$ cat src/rtl/mem_arbiter.sv
// mem_arbiter: shares one single-port, byte-masked data memory between the
// instruction-fetch port (port 0, read-only) and the load/store port (port 1).
// Grants are combinational in the request cycle; the response (rvalid, err,
// rdata) is registered and appears on the following cycle.
module mem_arbiter #(
    parameter int unsigned ADDR_W     = 32,
    parameter int unsigned DEPTH      = 100,
    parameter bit          FIXED_PRIO = 1'b0
) (
    input  logic              i_clk,
    input  logic              i_reset,
    input  logic              i_p0_req,
    input  logic [ADDR_W-1:0] i_p0_addr,
    output logic              o_p0_gnt,
    output logic              o_p0_rvalid,
    output logic [31:0]       o_p0_rdata,
    output logic              o_p0_err,
    input  logic              i_p1_req,
    input  logic              i_p1_we,
    input  logic [ADDR_W-1:0] i_p1_addr,
    input  logic [31:0]       i_p1_wdata,
    input  logic [3:0]        i_p1_bmask,
    output logic              o_p1_gnt,
    output logic              o_p1_rvalid,
    output logic [31:0]       o_p1_rdata,
    output logic              o_p1_err,
    output logic [ADDR_W-1:0] o_mem_addr,
    output logic [31:0]       o_mem_wdata,
    output logic [3:0]        o_mem_bmask,
    output logic              o_mem_wren,
    input  logic [31:0]       i_mem_rdata,
    output logic [15:0]       o_conflict_cnt
);

    typedef enum logic {
        PORT0 = 1'b0,
        PORT1 = 1'b1
    } port_t;

    port_t             last_gnt;
    logic [ADDR_W-1:0] p0_idx;
    logic [ADDR_W-1:0] p1_idx;
    logic              p0_bad;
    logic              p1_bad;
    logic              p0_gnt;
    logic              p1_gnt;

    assign o_p0_gnt = p0_gnt;
    assign o_p1_gnt = p1_gnt;

    // Word index and range/alignment screening for both requesters
    always_comb begin
        p0_idx = {2'b00, i_p0_addr[ADDR_W-1:2]};
        p1_idx = {2'b00, i_p1_addr[ADDR_W-1:2]};
        p0_bad = (p0_idx >= ADDR_W'(DEPTH)) || (i_p0_addr[1:0] != 2'b00);
        p1_bad = (p1_idx >= ADDR_W'(DEPTH)) || (i_p1_addr[1:0] != 2'b00);
    end

    // Per-cycle grant: single requester wins outright; contention goes to
    // port 1 under fixed priority, otherwise to the port not granted last
    always_comb begin
        p0_gnt = 1'b0;
        p1_gnt = 1'b0;
        if (!i_reset) begin
            if (i_p1_req && (!i_p0_req || FIXED_PRIO || last_gnt == PORT0)) begin
                p1_gnt = 1'b1;
            end else if (i_p0_req) begin
                p0_gnt = 1'b1;
            end
        end
    end

    // Memory drive from the granted port; erroring accesses never write
    always_comb begin
        o_mem_addr  = '0;
        o_mem_wdata = '0;
        o_mem_bmask = '0;
        o_mem_wren  = 1'b0;
        if (p0_gnt) begin
            o_mem_addr = p0_idx;
        end else if (p1_gnt) begin
            o_mem_addr  = p1_idx;
            o_mem_wdata = i_p1_wdata;
            o_mem_bmask = i_p1_bmask;
            o_mem_wren  = i_p1_we && !p1_bad;
        end
    end

    // Round-robin pointer tracks the most recent grant, holds when idle
    always_ff @(posedge i_clk or posedge i_reset) begin
        if (i_reset) begin
            last_gnt <= PORT1;
        end else if (p0_gnt) begin
            last_gnt <= PORT0;
        end else if (p1_gnt) begin
            last_gnt <= PORT1;
        end
    end

    // Registered responses; rdata holds until the port's next response
    always_ff @(posedge i_clk or posedge i_reset) begin
        if (i_reset) begin
            o_p0_rvalid <= 1'b0;
            o_p0_err    <= 1'b0;
            o_p0_rdata  <= '0;
            o_p1_rvalid <= 1'b0;
            o_p1_err    <= 1'b0;
            o_p1_rdata  <= '0;
        end else begin
            o_p0_rvalid <= p0_gnt;
            o_p0_err    <= p0_gnt && p0_bad;
            o_p1_rvalid <= p1_gnt;
            o_p1_err    <= p1_gnt && p1_bad;
            if (p0_gnt) begin
                o_p0_rdata <= p0_bad ? '0 : i_mem_rdata;
            end
            if (p1_gnt) begin
                o_p1_rdata <= (p1_bad || i_p1_we) ? '0 : i_mem_rdata;
            end
        end
    end

    // Saturating count of cycles in which both ports request
    always_ff @(posedge i_clk or posedge i_reset) begin
        if (i_reset) begin
            o_conflict_cnt <= '0;
        end else if (i_p0_req && i_p1_req && o_conflict_cnt != '1) begin
            o_conflict_cnt <= o_conflict_cnt + 16'd1;
        end
    end

endmodule

$ cat config.mk
export PLATFORM = sky130hd
export DESIGN_NAME = mem_arbiter
export DESIGN_NICKNAME = d
export VERILOG_FILES = /design/src/rtl/mem_arbiter.sv
export SDC_FILE = /design/constraint.sdc
export NUM_CORES = 1
export LEC_CHECK = 0
export CAP_MARGIN = 5
export CORE_MARGIN = 10
export CORE_UTILIZATION = 30
export CTS_CLUSTER_DIAMETER = 40
export DETAILED_ROUTE_END_ITERATION = 16
export DONT_BUFFER_PORTS = 1
export MAX_ROUTING_LAYER = met4
export SETUP_SLACK_MARGIN = 0.15
export SYNTH_ARGS = -nofsm -noshare
export SYNTH_HDL_FRONTEND = slang
export SYNTH_SLANG_ARGS = --single-unit
$ cat constraint.sdc
create_clock -name i_clk -period 7.1 [get_ports i_clk]
set_input_delay 1.065 -clock i_clk [delete_from_list [all_inputs] [get_ports i_clk]]
set_output_delay 1.065 -clock i_clk [all_outputs]
set_load 0.05 [all_outputs]
==> results of run 1 <==
## registers in the layout, indices dropped and copies added (netlist names)
register / flops
o_p0_rdata: 32
o_p1_rdata: 32
o_conflict_cnt: 16
last_gnt: 1
o_p0_err: 1
o_p0_rvalid: 1
o_p1_err: 1
o_p1_rvalid: 1
## worst max-delay path: stages
cell and delay, ps:
nand2b_1 130, a21o_2 210, inv_2 790, and4_1 680
## report_power, final
part	leakage (nW)	total (mW)	internal, mW	switching, mW
combinational	0.990	0.197	0.0398	0.157
clock	0.158	0.498	0.314	0.184
sequential	1.17	0.590	0.502	0.0884
## metal layers
metal	vias up	wire, µm
li1	1513	-
met1	1637	5250
met2	197	8800
met3	13	2300
met4	0	185
met5	-	0
## logic make-up (layout without fill, tap and decap cells)
logic type | after synthesis | count (layout) | synth area share
flip-flops | 85 | 85 | 0.488
adder cells (fa/ha/maj) | 1 | 1 | 0.00287
AND/OR/NAND/NOR | 163 | 163 | 0.213
other | 1 | 10 | 0.000861
buffers and inverters | 67 | 56 | 0.0652
XOR/XNOR | 14 | 14 | 0.0281
AO/OA/AOI/OAI | 104 | 104 | 0.198
multiplexers | 1 | 1 | 0.00344
## synthesized netlist by cell type, drive strengths merged
cell type  number  area (µm²)
dfrtp          84        2100
nand2          42         158
and2           37         231
inv            35         131
nor2b          33         206
a31o           32         280
o31ai          32         240
a22o           30         263
buf            17        96.3
nor4           16         115
clkbuf         15        56.3
xor2           14         123
nor2            8        30.0
nor3            7        40.0
nand3           6        35.0
nand4           5        43.8
and4            4        35.0
o21ai           3        15.0
a21oi           2        13.8
nand2b          2        12.5
o311ai          2        25.0
a21o            1        7.51
and3            1        6.26
conb            1        3.75
dfstp           1        26.3
ha              1        12.5
mux2            1        15.0
nand4b          1        8.76
nor3b           1        7.51
o21bai          1        7.51
o311a           1        10.0
## cell type report
type,instances,area [µm²]
clock inverter,5,75.1
fill,1406,9210
inverter,35,133
timing repair buffer,6,45.0
sequential,85,2130
multi-input combinational,285,1960
tap,180,225
antenna,8,20.0
clock buffer,10,239
## path summary, 6_finish.rpt
kind / startpoint / endpoint / depth (start not counted)
max: i_reset / o_mem_wren / 4
max reg2reg: last_gnt / o_p0_rdata[3] / 5
min: i_reset / o_conflict_cnt[11] / 1
min in group i_clk: last_gnt / last_gnt / 2
min reg2reg: last_gnt / last_gnt / 2
max in group asynchronous: i_reset / o_p0_rdata[4] / 2
## stage by stage
step,hold WS [ps],util
global placement,481,0.320
global route,507,0.344
finish,495,0.344
detailed placement,494,0.320
floorplan,470,-
CTS,494,0.343
==> impl_metrics.ini, run 1 <==
[yosys]
netlist_instances = 436
synth_cell_types = 40
netlist_area_um2 = 4360
ys_warn_count = 0
syn_area_per_cell_um2 = 10.0
ys_seq_area_frac = 0.488
synth_seq_cells = 85

[timing]
fmax_ghz = 0.252
clock_skew_ps = 4.99
relSlewSlack = 0.250
min_period_over_period = 0.559
min_period_ps = 3970
tns_ps = 0
slew_viol_final = 0
worst_pin_slew_ps = 1130
rsz0062_at_grt = no
finalHoldViolCount = 0
setup_viol = 0
setup_slack_ps = 3130

[finish]
layout.nets = 560
final_cell_area_um2 = 4830
final_cells = 614
area.growth.synth_to_final_pct = 10.8
drive_gt1_frac = 0.148
final_common_cell = dfrtp_1
layout_common_cells = 84 x dfrtp_1, 42 x nand2_1, 37 x and2_1

[cts]
hold_buffers = 0
clkLatencyLatePin_ps = 330
cts_setup_buffers = 0
ctsResizeCount = 0
numClockSinks = 85
h-tree-depth = 3
cts.clk_slew.worst_paths_ps = 60
cts.path.max_buffers = 2
cts_tree = built
numCtsBuffers = 9
root_buffer = clkbuf_16

[route]
drt-total-wl_um = 16500
detail_route.wl_per_cell_um = 26.9
vias_per_cell = 5.47
vias = 3360
drc = 0
first_pass_iters = 4
drt-initial-drc-count = 151
ant_nets = 0

[floorplan]
std_cell_rows = 43
start_util = 0.310
die_area_um2 = 19700
ios = 292
core_um2 = 14000
die_x_um = 141
die_y_um = 141

[global_route]
grt_max_degree = 77
grt_pass1_vias = 3498
use_met2 = 0.283
gr-max-usage-layer = met2
grt_util_met3 = 0.0889
use_met1 = 0.148
antenna_found_initial = 7
global_route.usage.total = 0.161
grt_remaining_overflow = 0
grt_pass1_wl_um = 24000

[pwr]
totalPowerFinal_mw = 1.29
cellLeakagePower_nw = 2.32
max-vdd-ir-drop_v = 0.0000970
p_per_area_nw_per_um2 = 266

[placed_design]
placed_cells = 591
gp_congestion = 0.867
dp_slack_ps = 3130
dpl-instance-area_um2 = 4500
dp_hpwl_um = 13500
port_buffers = 0

[setup_path]
path_class = input port to primary output
worstPathArrival_ps = 2910
end_kind = primary output
ff2ff_setup_slack_ps = 4780
cp-start-kind = input port
cp_max_fo = 69
required_ps = 6030

[worst_hold_path]
hold_path_class = input port to async pin

[flow_run]
cap_violations = 0

[status]
outcome = finished, final reports clean
(Power assumes the default switching activity.)
==> inputs of run 2 (changes only) <==
- clock period: 7.1 -> 3.6 ns (I/O delays scaled with it)
==> impl_metrics.ini, run 2 (same netlist as run 1, synthesis figures left out) <==
[timing]
rsz0062_at_grt = no
setup_slack_ps = 799
fmax_ghz = 0.357
min_period_over_period = 0.778
tns_ps = 0
setup_viol = 0
worst_pin_slew_ps = 1120
finalHoldViolCount = 0
relSlewSlack = 0.252
slew_viol_final = 0
min_period_ps = 2800
clock_skew_ps = 4.51

[placed_design]
dp_slack_ps = 864
dp_hpwl_um = 13800
port_buffers = 0
gp_congestion = 0.964

[finish]
area.growth.synth_to_final_pct = 12.1
regArea_um2 = 2130
nFillCells = 1400
layout_common_cells = 84 x dfrtp_1, 42 x nand2_1, 37 x and2_1
layout.nets = 564
reg.largest.list = o_p0_rdata x32, o_p1_rdata x32, o_conflict_cnt x16
drive_gt1_frac = 0.158
final_common_cell = dfrtp_1
multi_input_comb_area_um2 = 1960

[route]
met1_length_um = 5330
vias_per_cell = 5.38
routed-wl-met3_um = 2550
drt-total-wl_um = 16900
drt-initial-drc-count = 174
first_pass_iters = 4
wl_met2_um = 8580
vias = 3334
drc = 0
detail_route.wl_per_cell_um = 27.2
highest_layer = met4
ant_nets = 0

[setup_path]
cp-start-kind = register
max_stage_delay_ps = 520
crit_slowest_cell = a22o_1
cp_max_fo = 42
ff2ff_setup_slack_ps = 1480
end_kind = primary output
path_class = register to primary output
worstPathArrival_ps = 2260
path_cells = a21o_2, inv_2, buf_4, a22o_1
r2r-start = last_gnt
rr_worst_depth = 6
critical_path.startpoint = last_gnt
reg2reg_to = o_p0_rdata[22]
required_ps = 3060

[pwr]
p_int_mw = 1.72
power_frac_comb = 0.150
switchingPower_mw = 0.856
p_per_area_nw_per_um2 = 527
power_frac_seq = 0.454
power.share.clock = 0.396
max-vdd-ir-drop_v = 0.000203
cellLeakagePower_nw = 2.35
switching_share = 0.332

[global_route]
antenna_found_initial = 9
grt_pass1_wl_um = 24200
grt_pass1_vias = 3441
global_route.usage.total = 0.165
grt_max_degree = 66
grt_remaining_overflow = 0

[status]
outcome = finished, final reports clean

[cts]
root_buffer = clkbuf_16
numClockSinks = 85
cts.clk_slew.worst_paths_ps = 60
clkLatencyLatePin_ps = 330
h-tree-depth = 3
cts_tree = built
cts_setup_buffers = 0
cts.path.max_buffers = 2
hold_buffers = 0
ctsResizeCount = 0
numCtsBuffers = 9

[worst_hold_path]
hold_path_class = input port to async pin

[floorplan]
start_util = 0.310
core_um2 = 14000
die_area_um2 = 19700
ios = 292
die_x_um = 141
std_cell_rows = 43
die_y_um = 141

[flow_run]
cap_violations = 0
run 2: cell types whose count changed in the layout (fill, tap and decap cells not counted):
cell      delta
diode_2      +1
clkinv_2     -2
clkbuf_8     +1
buf_4        +4
clkinv_4     +2
run 2: worst max-delay path, delay by kind of cell, from the launching register on:
family / cells / cell delay (ps)
flip-flops: 1 / 380
buffers and inverters: 2 / 760
AO/OA/AOI/OAI: 2 / 770
run 2: metrics by stage:
step | util | instance area, µm² | std cells | total power, mW | hold WS (ps)
4_1_cts | 0.346 | 4860 | 611 | 2.62 | 324
5_1_grt | 0.348 | 4880 | 620 | 2.69 | 326
3_5_place_dp | 0.322 | 4530 | 595 | 1.58 | 496
2_1_floorplan | - | 4360 | 437 | 1.51 | 470
6_report | 0.348 | 4880 | 620 | 2.57 | 340
3_3_place_gp | 0.322 | 4530 | 595 | 1.57 | 488
run 2: how the worst max path moves through the flow:
stage               slack, ps                 to  cells after the start
global route              660     o_mem_addr[12]                      4
CTS                       780     o_mem_addr[12]                      4
detailed placement        860     o_mem_addr[12]                      5
finish                    800     o_mem_addr[25]                      4
global placement          930      o_mem_addr[0]                      5
floorplan                 870  o_conflict_cnt[0]                      1
run 2: cell type report:
| cell class | count | share of cell area |
|---|---|---|
| diodes | 9 | 0.00461 |
| well taps | 180 | 0.0461 |
| clock inverters | 5 | 0.0169 |
| clock buffers | 11 | 0.0518 |
| multi-input cells | 285 | 0.402 |
| inverters | 35 | 0.0272 |
| repair buffers | 10 | 0.0154 |
| flip-flops and latches | 85 | 0.436 |
run 2: power groups by stage:
stage	registers [mW]	logic, mW	clock network, mW
floorplan	1.17	0.340	0
global placement	1.18	0.383	0
detailed placement	1.19	0.392	0
CTS	1.17	0.392	1.06
global route	1.18	0.413	1.09
finish	1.17	0.387	1.02
run 2: per-layer routing:
| metal | global-route usage | up-vias |
|---|---|---|
| met5 | - | - |
| met1 | 0.149 | 1574 |
| met3 | 0.105 | 28 |
| li1 | - | 1528 |
| met4 | 0.0592 | 0 |
| met2 | 0.276 | 204 |
==> inputs of run 3 (changes only) <==
- clock period: 3.6 -> 2.74 ns (I/O delays scaled with it)
==> impl_metrics.ini, run 3 (same netlist as run 1, synthesis figures left out) <==
[setup_path]
rr_worst_depth = 4
worstPathArrival_ps = 1850
ff2ff_setup_slack_ps = 680
cp-start-kind = register
reg2reg_to = o_conflict_cnt[1]
cp_max_fo = 31
path_class = register to primary output
end_kind = primary output
required_ps = 2330
r2r-start = o_conflict_cnt[9]

[pwr]
p_per_area_nw_per_um2 = 590
cellLeakagePower_nw = 2.80
totalPowerFinal_mw = 3.45
max-vdd-ir-drop_v = 0.000343

[cts]
hold_buffers = 0
cts.path.max_buffers = 2
cts_setup_buffers = 0
numClockSinks = 85
cts.clk_slew.worst_paths_ps = 70
cts_tree = built
clkLatencyLatePin_ps = 330
numCtsBuffers = 9
ctsResizeCount = 0
h-tree-depth = 3
root_buffer = clkbuf_16

[finish]
reg.largest.list = o_p0_rdata x32, o_p1_rdata x32, o_conflict_cnt x16
final_util = 0.416
final_common_cell = dfrtp_1
nFillCells = 1322
layout.nets = 630
drive_gt1_frac = 0.270
layout_common_cells = 84 x dfrtp_1, 42 x nand2_1, 40 x buf_12
multi_input_comb_area_um2 = 1960
area.growth.synth_to_final_pct = 34.1
regArea_um2 = 2130

[global_route]
global_route.usage.total = 0.164
grt_remaining_overflow = 0
grt_pass1_vias = 3729
antenna_found_initial = 4
grt_max_degree = 70
grt_pass1_wl_um = 24400

[timing]
min_period_over_period = 0.825
clock_skew_ps = 7.42
fmax_ghz = 0.442
relSlewSlack = 0.558
min_period_ps = 2260
slew_viol_final = 0
finalHoldViolCount = 0
setup_viol = 0
setup_slack_ps = 479
tns_ps = 0
worst_pin_slew_ps = 663
rsz0062_at_grt = no

[floorplan]
die_x_um = 141
start_util = 0.310
die_y_um = 141
ios = 292
die_area_um2 = 19700
std_cell_rows = 43
core_um2 = 14000

[route]
first_pass_iters = 5
vias_per_cell = 5.24
drc = 0
drt-initial-drc-count = 132
drt-total-wl_um = 16700
ant_nets = 0
detail_route.wl_per_cell_um = 24.5
vias = 3566

[worst_hold_path]
hold_path_class = input port to async pin

[placed_design]
dp_hpwl_um = 13700
port_buffers = 0
gp_congestion = 0.844
dp_slack_ps = 631

[status]
outcome = finished, final reports clean

[flow_run]
cap_violations = 0
run 3: cell count changes in the layout (fill, tap and decap cells not counted), sizes merged:
cell	previous run	this run
inv	34	35
clkinvlp	0	3
clkbuf	11	10
buf	10	76
bufinv	2	1
diode	9	4
clkinv	4	2
run 3: layer usage:
metal  GRT usage  share of wire  vias to the layer above
li1            -              -                     1647
met1       0.160           0.33                     1707
met2       0.298           0.55                      199
met3      0.0676           0.11                       13
met4      0.0375          0.014                        0
met5           -              0                        -
run 3: area by class of cell:
type | instances | area share
timing repair buffer | 76 | 0.183
sequential | 85 | 0.364
inverter | 35 | 0.0231
tap | 180 | 0.0385
clock inverter | 6 | 0.0122
antenna | 4 | 0.00171
multi-input combinational | 285 | 0.336
clock buffer | 10 | 0.0409
run 3: critical path, cell delays in order (launching register included):
cell,delay [ps]
dfstp_2,550
inv_1,70
a21oi_4,120
buf_4,320
a22o_1,220
buf_4,210
run 3: worst max path at each step:
| stage | start | depth (start not counted) | slack, ps | endpoint |
|---|---|---|---|---|
| floorplan | i_reset | 5 | 400 | o_mem_wdata[22] |
| global placement | i_p1_addr[29] | 5 | 640 | o_mem_wren |
| detailed placement | i_p1_addr[29] | 5 | 630 | o_mem_wren |
| CTS | last_gnt | 5 | 450 | o_mem_addr[25] |
| global route | last_gnt | 5 | 390 | o_mem_addr[25] |
| finish | last_gnt | 5 | 480 | o_mem_addr[25] |
run 3: metrics by stage:
stage | hold slack, ps | std cells | cell area [µm²]
2_1_floorplan | 470 | 437 | 4370
3_3_place_gp | 362 | 661 | 5520
3_5_place_dp | 367 | 661 | 5520
4_1_cts | 2.90 | 677 | 5830
6_report | 2.17 | 681 | 5840
5_1_grt | 29.9 | 681 | 5840
run 3: where the power goes:
group,total [mW],internal (mW),switching [mW]
clock,1.24,0.737,0.502
combinational,0.677,0.246,0.432
sequential,1.53,1.30,0.230
total,3.45,2.28,1.16
